$ cat src/rtl/fft_bitrev_buf_pkg.sv
// rtl/fft_bitrev_buf_pkg.sv - shared defaults for the FFT bit-reverse output buffer
// Purpose: default widths and frame size used by fft_bitrev_buf and fft_bitrev_ram.
// Ports: none (package).
package fft_bitrev_buf_pkg;

  localparam int DEF_W      = 16;  // bits per real/imag component
  localparam int DEF_N_LOG2 = 6;   // log2 of frame length
  localparam int DEF_CNT_W  = 16;  // frames_done counter width

endpackage

$ cat src/rtl/fft_bitrev_ram.sv
// rtl/fft_bitrev_ram.sv - two-bank sample store, one write port, one asynchronous read port
// Purpose: holds two complete frames of complex samples, addressed as {bank, index}.
// Ports:
//   clk    in   rising-edge clock
//   we     in   write enable
//   waddr  in   write address {bank, index}
//   wdata  in   write data {real, imag}
//   raddr  in   read address {bank, index}
//   rdata  out  read data {real, imag}, combinational from raddr
module fft_bitrev_ram #(
  parameter int W      = 16,
  parameter int N_LOG2 = 6
) (
  input  logic              clk,
  input  logic              we,
  input  logic [N_LOG2:0]   waddr,
  input  logic [2*W-1:0]    wdata,
  input  logic [N_LOG2:0]   raddr,
  output logic [2*W-1:0]    rdata
);

  localparam int DEPTH = 2 ** (N_LOG2 + 1);

  // No reset on the array so it maps onto distributed RAM; stale contents
  // are never read because the full flags gate every read.
  logic [2*W-1:0] mem [DEPTH];

  always_ff @(posedge clk) begin
    if (we) begin
      mem[waddr] <= wdata;
    end
  end

  assign rdata = mem[raddr];

endmodule

$ cat src/rtl/fft_bitrev_buf.sv
// rtl/fft_bitrev_buf.sv - ping-pong reorder buffer turning bit-reversed FFT output into natural order
// Purpose: writes each sample at bitrev(write count) of the filling bank and reads the
//   draining bank sequentially into a valid/ready output register.
// Ports:
//   clk, rst_n            clock, asynchronous active-low reset
//   in_valid/in_ready     input handshake
//   in_r, in_i            input sample, signed
//   out_valid/out_ready   output handshake
//   out_r, out_i          output sample, natural order
//   out_last              marks index N-1 of each frame
//   frames_done           count of fully emitted frames, wrapping
module fft_bitrev_buf
  import fft_bitrev_buf_pkg::*;
#(
  parameter int W      = DEF_W,
  parameter int N_LOG2 = DEF_N_LOG2,
  parameter int CNT_W  = DEF_CNT_W
) (
  input  logic             clk,
  input  logic             rst_n,
  input  logic             in_valid,
  output logic             in_ready,
  input  logic [W-1:0]     in_r,
  input  logic [W-1:0]     in_i,
  output logic             out_valid,
  input  logic             out_ready,
  output logic [W-1:0]     out_r,
  output logic [W-1:0]     out_i,
  output logic             out_last,
  output logic [CNT_W-1:0] frames_done
);

  localparam logic [N_LOG2-1:0] LAST_IDX = '1;

  logic [1:0]        full;
  logic [1:0]        full_nxt;
  logic              wr_bank;
  logic              rd_bank;
  logic [N_LOG2-1:0] wcnt;
  logic [N_LOG2-1:0] rcnt;
  logic [N_LOG2-1:0] wcnt_rev;
  logic              wr_fire;
  logic              load;
  logic              wr_end;
  logic              rd_end;
  logic [2*W-1:0]    rdata;

  always_comb begin
    wcnt_rev = '0;
    for (int b = 0; b < N_LOG2; b++) begin
      wcnt_rev[b] = wcnt[N_LOG2-1-b];
    end
  end

  // in_ready comes straight from the registered flag, so a bank freed this
  // cycle only admits new input next cycle.
  assign in_ready = ~full[wr_bank];
  assign wr_fire  = in_valid & in_ready;
  assign load     = full[rd_bank] & (~out_valid | out_ready);
  assign wr_end   = wr_fire & (wcnt == LAST_IDX);
  assign rd_end   = load & (rcnt == LAST_IDX);

  // Set and clear in one cycle always hit different banks: the writer only
  // fills a non-full bank and the reader only drains a full one.
  always_comb begin
    full_nxt = full;
    if (wr_end) full_nxt[wr_bank] = 1'b1;
    if (rd_end) full_nxt[rd_bank] = 1'b0;
  end

  fft_bitrev_ram #(
    .W      (W),
    .N_LOG2 (N_LOG2)
  ) u_ram (
    .clk   (clk),
    .we    (wr_fire),
    .waddr ({wr_bank, wcnt_rev}),
    .wdata ({in_r, in_i}),
    .raddr ({rd_bank, rcnt}),
    .rdata (rdata)
  );

  always_ff @(posedge clk or negedge rst_n) begin
    if (!rst_n) begin
      full    <= '0;
      wr_bank <= 1'b0;
      rd_bank <= 1'b0;
      wcnt    <= '0;
      rcnt    <= '0;
    end else begin
      full <= full_nxt;
      if (wr_fire) begin
        wcnt <= wcnt + 1'b1;
        if (wr_end) wr_bank <= ~wr_bank;
      end
      if (load) begin
        rcnt <= rcnt + 1'b1;
        if (rd_end) rd_bank <= ~rd_bank;
      end
    end
  end

  // Output register: loads whenever it is empty or being emptied, otherwise
  // holds its contents while the consumer stalls.
  always_ff @(posedge clk or negedge rst_n) begin
    if (!rst_n) begin
      out_valid   <= 1'b0;
      out_last    <= 1'b0;
      out_r       <= '0;
      out_i       <= '0;
      frames_done <= '0;
    end else begin
      if (load) begin
        out_valid <= 1'b1;
        out_last  <= (rcnt == LAST_IDX);
        out_r     <= rdata[2*W-1:W];
        out_i     <= rdata[W-1:0];
      end else if (out_valid && out_ready) begin
        out_valid <= 1'b0;
      end
      if (out_valid && out_ready && out_last) begin
        frames_done <= frames_done + CNT_W'(1);
      end
    end
  end

endmodule

$ cat config.mk
export PLATFORM = sky130hd
export DESIGN_NAME = fft_bitrev_buf
export DESIGN_NICKNAME = d
export VERILOG_FILES = /design/src/rtl/fft_bitrev_buf_pkg.sv /design/src/rtl/fft_bitrev_ram.sv /design/src/rtl/fft_bitrev_buf.sv
export SDC_FILE = /design/constraint.sdc
export NUM_CORES = 2
export LEC_CHECK = 0
export ABC_AREA = 0
export CAP_MARGIN = 5
export CORE_MARGIN = 3
export CORE_UTILIZATION = 52
export CTS_CLUSTER_SIZE = 14
export DETAILED_ROUTE_END_ITERATION = 12
export PLACE_DENSITY_LB_ADDON = 0.12
export SYNTH_ARGS = -nofsm -noshare
export SYNTH_HDL_FRONTEND = slang
export SYNTH_HIERARCHICAL = 1
export SYNTH_SLANG_ARGS = --single-unit
export TNS_END_PERCENT = 5
$ cat constraint.sdc
create_clock -name clk -period 4.5 [get_ports clk]
set_input_delay 0.45 -clock clk [delete_from_list [all_inputs] [get_ports clk]]
set_output_delay 0.45 -clock clk [all_outputs]
set_load 0.02 [all_outputs]
---- Word level (Yosys, flattened, before mapping) ----
Memories as Yosys holds them, arrays and structs flattened. A register that Yosys moved wholly into a read port is not among the register bits.
Cells that the tools add are included.
cells by class
  add/sub/neg operators ................... 3
  order comparisons ....................... 4
  eq/ne operators ......................... 2
  muxes and demuxes ....................... 14
  bitwise gates (word level) .............. 12
  reduce and logical (&&, ||, !) cells .... 8
operators by type and width
  kind                                                      count
  adder 16 x 1 -> 16 bit, second input constant             1
  adder 6 x 1 -> 6 bit, second input constant               2
  equality test 6 bit, second input constant                2
  2-to-1 mux 1 bit                                          10
  AND 1 bit                                                 4
  logical AND 1 bit                                         4
  < comparator 1 x 2 -> 1 bit, second input constant        2
  2-to-1 mux 2 bit                                          2
  inverter 1 bit                                            4
  AND reduction 2 bit                                       2
  AND 2 bit                                                 1
  demux 1 bit (select 1 bit)                                2
  greater-or-equal comparator 1 bit, second input constant  2
  inverter 2 bit                                            1
  OR 2 bit                                                  1
  nonzero test 2 bit                                        1
  logical NOT 1 bit                                         1
  OR 1 bit                                                  1
storage, ports and cells
  register bits after elaboration ......... 34
  memory bits (writable) .................. 4096
  input port bits ......................... 36
  output and inout bits ................... 51
  word-level logic and storage cells ...... 52
  memories kept ........................... 1
memory list
  name       depth  bits a word  read ports  clocked after memory_dff  write ports  RTL line              source
  u_ram.mem  128    32           1           1                         1            fft_bitrev_ram.sv:26  logic [2*W-1:0] mem [DEPTH];

---- Logic depth before layout (Yosys ltp) ----
  word-level depth ........................ 8
  mapped depth ............................ 9
  depth with buffers taken out ............ 5

---- Modules after synthesis ----
The synthesis kept the hierarchy.
by module, submodules not included
  module          times used  cells an instance  area each (um2)  sequential area each (um2)
  fft_bitrev_ram  1           5958               155635.5         122998.0
  fft_bitrev_buf  1           191                2678.8           1651.6

---- Worst setup path before layout ----
Ideal clock, no wire load.
  path kind ............................... register to register
  from .................................... register wr_bank
  to ...................................... memory u_ram/mem[98][0] (netlist name), enable pin
  setup time .............................. 461 ps
  arrival time ............................ 4129 ps
  data required time ...................... 4039 ps
  slack ................................... -90 ps
  cell stages (with the launch flop) ...... 7
  buffers on the path ..................... 2
  period minus slack after synthesis ...... 4590 ps
  path through ............................ dfrtp_1 > mux2i_1 > and2_1 > buf_2 > clkbuf_1 > nand4_1 > nor3_1
on the way
  word-level cells in the longest chain between the ends .. 6
RTL lines
  element                                              RTL line              source
  from (decl)                                          fft_bitrev_buf.sv:37  logic wr_bank;
  from (signal assigned)                               fft_bitrev_buf.sv:94  if (wr_end) wr_bank <= ~wr_bank;
  2-to-1 mux 1 bit (implied by the code) (2 in a row)  fft_bitrev_buf.sv:57  assign in_ready = ~full[wr_bank];
  inverter 1 bit                                       fft_bitrev_buf.sv:57
  named net in_ready                                   fft_bitrev_buf.sv:22  output logic in_ready,
  AND 1 bit                                            fft_bitrev_buf.sv:58  assign wr_fire = in_valid & in_ready;
  named net wr_fire                                    fft_bitrev_buf.sv:42  logic wr_fire;
  2-to-1 mux 1 bit                                     fft_bitrev_ram.sv:29  if (we) begin
  2-to-1 mux 1 bit (implied by the code)               fft_bitrev_ram.sv:30  mem[waddr] <= wdata;
  to (decl)                                            fft_bitrev_ram.sv:26
The timed path passes the listed nets, and every way through them passes these cells. The select of a mux whose other input is x is not followed.

==> Flow_metrics.wiki <==
{| class="wikitable"
! Metric !! Value
|-
| Result of the run || complete, no violations
|-
| Number of buffers created by CTS || between 400 and 500
|-
| Worst path depth || 7
|-
| Average detailed-routed wire length per instance || 38.2 microns
|-
| Static leakage power || approximately 0.056 uW
|-
| Most area-hungry cell type in the Yosys netlist || sky130_fd_sc_hd__edfxtp_1
|-
| Setup Viol. Count Final || 0
|-
| Class of the most critical setup path || register to register
|-
| Number of placement rows || 201
|-
| Post-synthesis async set-or-reset flop share || 0.0159
|-
| Classification of the worst-slack hold path || input port to register
|-
| Min Clock Period, post-route || a little over 4 ns
|-
| Count of state elements after synthesis || 4,162
|-
| Launch point of the worst reg-to-reg path || rcnt[0]
|-
| Tcrit/Tclk final || 0.900
|-
| Yosys top cell area share || 0.777
|-
| Resize count post-CTS || 0
|-
| Post-route antenna net violation count || 0
|-
| Minimum hold slack || 0.0685 ns
|-
| Global-route total usage across every layer || 0.274
|-
| Reg2Reg Setup Slack || approximately 0.45 ns
|-
| Share of cells above drive strength 1 || 0.355
|-
| Power per cell area || approximately 450 mW/mm^2
|-
| Overflow left after global routing || 0
|-
| Area growth syn-to-layout || 14.5%
|-
| Routability congestion estimate || between 0.8 and 0.9
|-
| DRC violations left || 0
|-
| Number of H-tree branching levels || 5
|-
| Initial antenna violation count || 68
|-
| Cell repeated most along the worst path || sky130_fd_sc_hd__mux4_2
|-
| RSZ-0062 raised after global routing || false
|-
| Most used flip-flop cell after synthesis || sky130_fd_sc_hd__edfxtp_1
|-
| Number of nets in the layout || a little under 7,000
|-
| Final clock skew || between 0.06 and 0.07 ns
|-
| Number of failing hold endpoints at the final stage || 0
|-
| Critical Path, Cell by Cell || buf_12, buf_4, mux4_2, mux4_2, mux4_2, mux2_2, mux2_2
|-
| End of the worst register-to-register path || out_i[5]
|-
| Die H || around 560 microns
|-
| Die outline area || slightly above 0.3 sq mm
|-
| Number of DRC markers in iteration 0 || approximately 10,000
|-
| Capture point of the worst path || out_i[5]
|-
| Clock Tree Root || sky130_fd_sc_hd__clkbuf_16
|-
| Worst setup path startpoint || rcnt[0]
|-
| Clock tree sinks || between 4,000 and 5,000
|-
| Detailed-route vias per instance || roughly 6.6
|-
| Clock slew at reported path FFs || ~0.060 ns
|-
| Yosys warning total || 6
|-
| Largest net degree at the start of global routing || 98
|-
| Average instance area after synthesis || around 26 sq um
|-
| Largest incremental delay on the critical path || 0.69 ns
|-
| TritonCTS clock tree || built
|-
| Clock latency reported for the late side of the worst-skew pair || about 1 ns
|-
| Fmax achieved || approximately 250 MHz
|-
| Leading post-synthesis cells by cell area || sky130_fd_sc_hd__edfxtp_1, sky130_fd_sc_hd__mux4_2, sky130_fd_sc_hd__dfrtp_1
|-
| Worst R2R Path Depth || 7
|-
| DIE WIDTH || 558 microns
|-
| HPWL after detailed placement || approximately 240,000 microns
|-
| Cell area after synthesis || ~0.16 sq mm
|-
| Crit end category || register
|-
| EDFF count, synth || approximately 4,100
|-
| Actual transition at the worst max-transition pin || around 1.4 ns
|-
| Top-level port count || 87
|-
| CP delay by family, top || multiplexers
|-
| Number of global-route vias before repair || about 73,000
|-
| Number of buffers on the longest clock path || 4
|-
| Distinct cells, synth || 34
|-
| Fill cells || 20,505
|-
| Data arrival time of the critical path || about 5 ns
|-
| PortBufs || 86
|-
| Worst IR drop on VDD || between 0.0003 and 0.0004 V
|-
| Synthesized netlist net count || 6,188
|-
| Initial standard-cell utilization of the core || 0.525
|-
| Data required time at the worst endpoint || approximately 5.3 ns
|-
| Largest driver fanout on the critical path || 27
|-
| CP max stage cell || sky130_fd_sc_hd__dfrtp_4
|-
| Via count || around 73,000
|-
| Worst Hold Launch || in_i[3]
|-
| Highest-count cells in the layout ignoring fill and taps || sky130_fd_sc_hd__edfxtp_1, sky130_fd_sc_hd__mux4_2, sky130_fd_sc_hd__clkbuf_16, sky130_fd_sc_hd__buf_4, sky130_fd_sc_hd__buf_12
|-
| Max_slew headroom || 0.0742
|-
| Kind of start point of the critical path || register
|-
| Global-route wire length before repair || 588,000 microns
|-
| Core ar. || roughly 0.3 sq mm
|-
| Number of buffer and inverter stages on the critical path || 2
|-
| Final Routed Wirelength || around 420,000 microns
|-
| Worst hold path depth || 1
|-
| Number of iterations in the first detailed-routing pass || 6
|-
| Commonest non-fill, non-tap cell in the layout || sky130_fd_sc_hd__edfxtp_1
|-
| Utilization after layout || 0.601
|-
| Share of the yosys chip area belonging to registers || 0.787
|-
| Number of maximum-capacitance violations || 0
|-
| Number of setup buffers added after CTS || 0
|-
| Number of cells produced by synthesis || between 6,000 and 7,000
|-
| Pins over their slew limit || 0
|}
## worst min path at each step
stage / slack [ns] / to
floorplan: 0.15 / frames_done[0]
global placement: 0.46 / frames_done[15]
detailed placement: 0.47 / frames_done[15]
CTS: 0.0008 / u_ram/mem[1][31]
global route: 0.05 / u_ram/mem[16][31]
finish: 0.07 / u_ram/mem[38][3]
## logic make-up (layout without fill, tap and decap cells)
logic type,Yosys count,in the layout,synth area share
flip-flops,4162,4162,0.787
multiplexers,1413,1413,0.196
buffers and inverters,327,1219,0.00865
AND/OR/NAND/NOR,210,210,0.00587
XOR/XNOR,27,27,0.00149
AO/OA/AOI/OAI,7,7,0.000308
adder cells (fa/ha/maj),3,3,0.000237
other,0,23,0
## worst register-to-register path, stage by stage, from the launching register on
cell	delay [ns]
sky130_fd_sc_hd__dfrtp_4	0.69
sky130_fd_sc_hd__buf_12	0.33
sky130_fd_sc_hd__buf_4	0.55
sky130_fd_sc_hd__mux4_2	0.67
sky130_fd_sc_hd__mux4_2	0.50
sky130_fd_sc_hd__mux4_2	0.63
sky130_fd_sc_hd__mux2_2	0.32
sky130_fd_sc_hd__mux2_2	0.26
## cell usage after synthesis, types with 2 or more instances
| library cell | instances |
|---|---|
| sky130_fd_sc_hd__mux4_2 | 1344 |
| sky130_fd_sc_hd__a41oi_1 | 2 |
| sky130_fd_sc_hd__xor2_1 | 6 |
| sky130_fd_sc_hd__clkbuf_1 | 182 |
| sky130_fd_sc_hd__edfxtp_1 | 4096 |
| sky130_fd_sc_hd__buf_4 | 7 |
| sky130_fd_sc_hd__mux2i_1 | 2 |
| sky130_fd_sc_hd__ha_1 | 3 |
| sky130_fd_sc_hd__xnor2_1 | 21 |
| sky130_fd_sc_hd__and4_1 | 2 |
| sky130_fd_sc_hd__dfrtp_1 | 66 |
| sky130_fd_sc_hd__mux2_2 | 67 |
| sky130_fd_sc_hd__nand2_1 | 23 |
| sky130_fd_sc_hd__buf_1 | 50 |
| sky130_fd_sc_hd__and2_1 | 2 |
| sky130_fd_sc_hd__nor2_1 | 126 |
| sky130_fd_sc_hd__nor2b_1 | 7 |
| sky130_fd_sc_hd__nand2b_1 | 2 |
| sky130_fd_sc_hd__inv_1 | 6 |
| sky130_fd_sc_hd__nand4_1 | 12 |
| sky130_fd_sc_hd__and3_1 | 4 |
| sky130_fd_sc_hd__nor3_1 | 9 |
| sky130_fd_sc_hd__buf_6 | 2 |
| sky130_fd_sc_hd__buf_2 | 80 |
| sky130_fd_sc_hd__nand3_1 | 18 |
| sky130_fd_sc_hd__a21oi_1 | 2 |
## power by group
part / total (uW) / switching (uW) / leakage, uW / internal (uW)
sequential: 43700 / 298 / 0.0377 / 43400
clock: 33300 / 14500 / 0.00638 / 18700
combinational: 3780 / 2670 / 0.0116 / 1110
## flip-flops by register name, indices dropped and copies added, names as in the netlist, 2 cells and up
name,cells
frames_done,16
full,2
out_i,16
out_r,16
rcnt,6
u_ram/mem,4096
wcnt,6
## area by class of cell
type / count / area [sq um] / share of cell area
Antenna cell: 23 / 57.6 / 0.000318
Sequential cell: 4162 / 125000 / 0.688
Timing Repair Buffer: 440 / 5150 / 0.0284
Clock buffer: 550 / 11300 / 0.0622
Multi-Input combinational cell: 1660 / 33300 / 0.184
Tap cell: 3958 / 4950 / 0.0273
Clock inverter: 223 / 1830 / 0.0101
Inverter: 6 / 22.5 / 0.000124
## routing by layer
metal | track usage | vias up | part of all wire
met4 | 0.0719 | 18 | 0.029
met1 | 0.409 | 40633 | 0.40
met3 | 0.0625 | 513 | 0.10
met5 | 0 | - | 0.00026
met2 | 0.417 | 3771 | 0.47
li1 | - | 28111 | -
## metrics by stage
stage          area (sq um)  TNS (ns)  setup slack [ns]  instances  power, uW
2_1_floorplan        158000    -13.25           -0.0902       6149      45900
3_3_place_gp         168000         0             0.427      10222      48200
3_5_place_dp         168000         0             0.417      10222      48300
4_1_cts              181000         0             0.425      10999      81300
5_1_grt              181000         0             0.323      11002      83000
6_report             181000         0             0.451      11022      80700
## what timing repair did
item / 4_1_cts / 5_1_grt
hold buffers: 4 / 0
hold endpoints to repair: 108 / 0
endpoints found under the setup margin: 0 / 0
No activity file was read; power rests on OpenSTA's default activity.
